===== src/rtl/axis_rx_fifo.sv =====
// AXI-Stream receive FIFO (first-word-fall-through) with packet counter and packet-state FSM.
// Define AXIS_RX_FIFO_ID_CHECK_EN to compile in the sticky intra-packet ID mismatch check.
`timescale 1ns/1ps

`ifndef AXI_DATA_W
`define AXI_DATA_W 32
`endif
`ifndef AXI_ID_W
`define AXI_ID_W 4
`endif

module axis_rx_fifo #(
  parameter int DEPTH = 8,
  parameter int CNT_W = 16
) (
  input  logic                       clk,
  input  logic                       rst_n,
  input  logic [`AXI_DATA_W-1:0]     axis_data,
  input  logic [`AXI_ID_W-1:0]       axis_id,
  input  logic                       axis_valid,
  output logic                       axis_ready,
  input  logic                       axis_last,
  input  logic                       rd_en,
  output logic                       rd_valid,
  output logic [`AXI_DATA_W-1:0]     rd_data,
  output logic [`AXI_ID_W-1:0]       rd_id,
  output logic                       rd_last,
  output logic [$clog2(DEPTH):0]     level,
  output logic [CNT_W-1:0]           pkt_cnt,
  output logic                       id_err
);

  localparam int PTR_W = $clog2(DEPTH);
  localparam int LVL_W = PTR_W + 1;
  localparam logic [LVL_W-1:0] FULL_LVL = LVL_W'(DEPTH);

  typedef enum logic {IDLE, IN_PKT} state_t;

  logic [`AXI_DATA_W-1:0] r_mem_data [DEPTH];
  logic [`AXI_ID_W-1:0]   r_mem_id   [DEPTH];
  logic                   r_mem_last [DEPTH];

  logic [PTR_W-1:0] r_wr_ptr, r_rd_ptr;
  logic [LVL_W-1:0] r_level;
  logic [CNT_W-1:0] r_pkt_cnt;
  state_t           r_state, w_state_nxt;

  logic w_push, w_pop;

  // Ready is gated by rst_n so nothing is accepted while reset is held.
  assign axis_ready = rst_n && (r_level < FULL_LVL);
  assign w_push     = axis_valid && axis_ready;
  assign w_pop      = rd_en && (r_level != '0);

  assign rd_valid = (r_level != '0);
  assign rd_data  = r_mem_data[r_rd_ptr];
  assign rd_id    = r_mem_id[r_rd_ptr];
  assign rd_last  = r_mem_last[r_rd_ptr];
  assign level    = r_level;
  assign pkt_cnt  = r_pkt_cnt;

  // Storage has no reset; stale contents are hidden behind rd_valid.
  always_ff @(posedge clk) begin
    if (w_push) begin
      r_mem_data[r_wr_ptr] <= axis_data;
      r_mem_id[r_wr_ptr]   <= axis_id;
      r_mem_last[r_wr_ptr] <= axis_last;
    end
  end

  // Power-of-two depth lets the pointers wrap naturally.
  always_ff @(posedge clk or negedge rst_n) begin
    if (!rst_n) begin
      r_wr_ptr <= '0;
      r_rd_ptr <= '0;
      r_level  <= '0;
    end else begin
      if (w_push) r_wr_ptr <= r_wr_ptr + 1'b1;
      if (w_pop)  r_rd_ptr <= r_rd_ptr + 1'b1;
      case ({w_push, w_pop})
        2'b10:   r_level <= r_level + 1'b1;
        2'b01:   r_level <= r_level - 1'b1;
        default: r_level <= r_level;
      endcase
    end
  end

  always_ff @(posedge clk or negedge rst_n) begin
    if (!rst_n)
      r_pkt_cnt <= '0;
    else if (w_push && axis_last && (r_pkt_cnt != '1))
      r_pkt_cnt <= r_pkt_cnt + 1'b1;
  end

  always_ff @(posedge clk or negedge rst_n) begin
    if (!rst_n) r_state <= IDLE;
    else        r_state <= w_state_nxt;
  end

  always_comb begin
    w_state_nxt = r_state;
    case (r_state)
      IDLE:    if (w_push && !axis_last) w_state_nxt = IN_PKT;
      IN_PKT:  if (w_push &&  axis_last) w_state_nxt = IDLE;
      default: w_state_nxt = IDLE;
    endcase
  end

`ifdef AXIS_RX_FIFO_ID_CHECK_EN
  logic [`AXI_ID_W-1:0] r_cap_id;
  logic                 r_id_err;

  // The first beat of a multi-beat packet sets the reference ID for the rest.
  always_ff @(posedge clk or negedge rst_n) begin
    if (!rst_n) begin
      r_cap_id <= '0;
      r_id_err <= 1'b0;
    end else begin
      if (r_state == IDLE && w_push && !axis_last)
        r_cap_id <= axis_id;
      if (r_state == IN_PKT && w_push && (axis_id != r_cap_id))
        r_id_err <= 1'b1;
    end
  end

  assign id_err = r_id_err;
`else
  assign id_err = 1'b0;
`endif

endmodule


===== config.mk =====
export PLATFORM = sky130hd
export DESIGN_NAME = axis_rx_fifo
export DESIGN_NICKNAME = d
export VERILOG_FILES = /design/src/rtl/axis_rx_fifo.sv
export SDC_FILE = /design/constraint.sdc
export NUM_CORES = 1
export LEC_CHECK = 0
export ABC_AREA = 0
export CORE_AREA = 2 2 162 164
export DETAILED_ROUTE_END_ITERATION = 10
export DIE_AREA = 0 0 164 166
export PLACE_DENSITY_LB_ADDON = 0.2
export SLEW_MARGIN = 20
export SYNTH_ARGS = -nofsm -noshare
export SYNTH_HDL_FRONTEND = slang
export SYNTH_SLANG_ARGS = --single-unit

===== constraint.sdc =====
create_clock -name clk -period 5.15 [get_ports clk]
set_clock_uncertainty 0.15 [all_clocks]
set_input_delay 1.03 -clock clk [delete_from_list [all_inputs] [get_ports clk]]
set_output_delay 1.03 -clock clk [all_outputs]
set_load 0.02 [all_outputs]

==> impl_metrics.env <==
export IMPL_fin_area_um2=15100
export IMPL_cts_hold_buf=0
export IMPL_layout_commonest_cell="edfxtp_1"
export IMPL_finalSetupViolCount=0
export IMPL_synthTopCellsByArea="edfxtp_1, mux4_2, dfrtp_1"
export IMPL_gp_congestion=0.790
export IMPL_grt_remaining_overflow=0
export IMPL_antenna_cells=0
export IMPL_power_frac_comb_pct=30.7
export IMPL_numCtsBuffers=34
export IMPL_hold_viol=0
export IMPL_rows=59
export IMPL_fin_nets=737
export IMPL_hp_class="reg2reg"
export IMPL_synth_edff_count=296
export IMPL_max_stage_delay_ns=0.67
export IMPL_clkPwrFrac_pct=28.9
export IMPL_cap_violations=0
export IMPL_critPathSlowestCell="dfrtp_4"
export IMPL_yosysTopAreaCell="edfxtp_1"
export IMPL_synth_seq_area_share_pct=76.4
export IMPL_num_vias=5828
export IMPL_cts_tree="built"
export IMPL_reg2reg_from="level[1]"
export IMPL_slew_viol_final=0
export IMPL_rr_worst_depth=10
export IMPL_netlist_area_um2=12500
export IMPL_synth_nets=605
export IMPL_viasPerCell=5.55
export IMPL_fin_cells=1051
export IMPL_cts_setup_buffers=0
export IMPL_seqPwrFrac_pct=40.3
export IMPL_grt_use_total_pct=18.2
export IMPL_layout_drive_gt1_share_pct=27.0
export IMPL_wl_um=23700
export IMPL_cp_end_kind="output port"
export IMPL_top_level_ports=101
export IMPL_cts_buffer_depth=3
export IMPL_ys_flop_type="edfxtp_1"
export IMPL_r2r_end="level[2]"
export IMPL_layout_cells_most_common_list="edfxtp_1, clkdlybuf4s50_1, mux4_2, mux2_2, clkbuf_16"
export IMPL_root_buffer="clkbuf_16"
export IMPL_ant_nets=0
export IMPL_min_to="pkt_cnt[14]"
export IMPL_synth_top_cell_area_share_pct=71.2
export IMPL_dp_cells=988
export IMPL_hp_start="pkt_cnt[14]"
export IMPL_drtIter0Drc=487
export IMPL_cellPowerDensity_nw_per_um2=536
export IMPL_layout_min_cycle_time_ns=4.14
export IMPL_yosysUniqueCellTypes=41
export IMPL_synthCells=558
export IMPL_swShare_pct=28.3
export IMPL_clk_pin_slew_ns=0.06
export IMPL_min_path_cells=1
export IMPL_crit_required_ns=3.97
export IMPL_clk_insertion_delay_late_ns=0.50
export IMPL_antenna_found_initial=0
export IMPL_fin_util_pct=59.1
export IMPL_rsz0062_at_grt="no"
export IMPL_yosysWarnings=0
export IMPL_async_reset_ff_share_pct=8.07
export IMPL_vdd_drop_max_mv=0.379
export IMPL_start_kind="flip-flop"
export IMPL_p_leak_nw=4.88
export IMPL_finalCritPeriodShare_pct=80.5
export IMPL_drc=0
export IMPL_critical_path_class="reg2out"
export IMPL_grt_first_pass_wirelength_um=36900
export IMPL_ff2ff_setup_slack_ns=2.42
export IMPL_dp_worst_setup_slack_ns=1.47
export IMPL_path_max_fanout=19
export IMPL_dieArea_um2=27200
export IMPL_wl_per_cell_um=22.5
export IMPL_synth_avg_cell_area_um2=22.4
export IMPL_drtPass1Iterations=4
export IMPL_hpwlAfterDp_um=13100
export IMPL_chipHeight_um=166
export IMPL_p_total_mw=8.10
export IMPL_grt_pass1_vias=6360
export IMPL_cts_max_level=2
export IMPL_slew_headroom_pct=57.3
export IMPL_worst_slack_ns=1.01
export IMPL_internal_power_mw=5.81
export IMPL_port_buffers=99
export IMPL_worst_pin_slew_ns=0.639
export IMPL_cts_sink_count=322
export IMPL_cp_cell_sequence="buf_4 -> mux4_2 -> mux2_2 -> clkdlybuf4s50_1"
export IMPL_coreArea_um2=25600
export IMPL_fmaxAchievable_mhz=241
export IMPL_fillers=1846
export IMPL_grt_max_degree=77
export IMPL_start_util_pct=48.8
export IMPL_setup_tns_ns=0
export IMPL_status="finished, final reports clean"
export IMPL_placed_area_um2=14000
export IMPL_hold_worst_slack_ns=0.352
export IMPL_ys_ff_latch=322
export IMPL_cts_resized_gates=0
export IMPL_die_w_um=164
export IMPL_p_sw_mw=2.30
export IMPL_crit_arrival_ns=2.96
export IMPL_areaGrowthSynthToFinish_pct=21.1
## power groups by stage
stage | logic, mW | registers [mW] | clock network, mW
6_report | 2.49 | 3.27 | 2.35
5_1_grt | 2.66 | 3.30 | 2.50
4_1_cts | 2.44 | 3.36 | 2.40
3_5_place_dp | 2.43 | 3.42 | 0
3_3_place_gp | 2.41 | 3.40 | 0
2_1_floorplan | 1.68 | 3.23 | 0
## state kept, by name, summed over array words and instances (netlist names)
register	cells
pkt_cnt	16
r_mem_id	32
r_wr_ptr	3
r_mem_last	8
level	4
r_rd_ptr	3
r_mem_data	256
## per-layer routing
metal	global-route usage, %	routed length (µm)
met5	0	0
met4	4.58	448
met3	3.72	1030
met2	30.9	12300
met1	24.4	9880
## worst max-delay path, delay by kind of cell (launching register included)
family                 cells  cell delay [ns]
buffers and inverters      2             0.93
muxes                      2             0.84
DFF                        1             0.67
## worst max path at each step
stage,endpoint,start,slack [ns],depth (start not counted)
4_1_cts,rd_data[17],r_rd_ptr[0],0.93,4
6_report,rd_data[17],r_rd_ptr[0],1.01,4
2_1_floorplan,r_mem_data[2][0],rst_n,0.12,3
5_1_grt,rd_data[17],r_rd_ptr[0],0.84,4
3_3_place_gp,rd_id[1],r_rd_ptr[1],1.49,3
3_5_place_dp,rd_data[17],r_rd_ptr[0],1.47,4
## final cells by class
| type | count | area (µm²) | share of cell area (%) |
|---|---|---|---|
| sequential | 322 | 9550 | 63.1 |
| multi-input combinational | 211 | 2860 | 18.9 |
| timing repair buffer | 118 | 1200 | 7.96 |
| clock buffer | 47 | 963 | 6.37 |
| tap | 335 | 419 | 2.77 |
| clock inverter | 15 | 121 | 0.802 |
| inverter | 3 | 11.3 | 0.0744 |
## synth_stat cells (4+ instances only)
| cell type | n |
|---|---|
| xor2_1 | 4 |
| mux4_2 | 74 |
| nand2_1 | 6 |
| xnor2_1 | 16 |
| ha_1 | 6 |
| buf_2 | 6 |
| mux2_2 | 39 |
| a31oi_1 | 4 |
| nand4_1 | 5 |
| edfxtp_1 | 296 |
| nor3_1 | 7 |
| clkbuf_1 | 9 |
| buf_6 | 5 |
| o21ai_0 | 6 |
| dfrtp_1 | 26 |
| nor2_1 | 7 |
| nand3_1 | 8 |
## cell families (layout without fill, tap and decap cells)
family                   count (synthesis)  after routing  synth area share (%)
flip-flops                             322            322                  76.4
multiplexers                           116            116                  17.1
buffers and inverters                   25            183                  1.17
adder cells (fa/ha/maj)                  6              6                 0.601
other                                    1              1                0.0300
XOR/XNOR                                20             20                  1.40
AND/OR/NAND/NOR                         50             50                  2.34
AO/OA/AOI/OAI                           18             18                 0.962
Power figures use the tool's default switching activity.
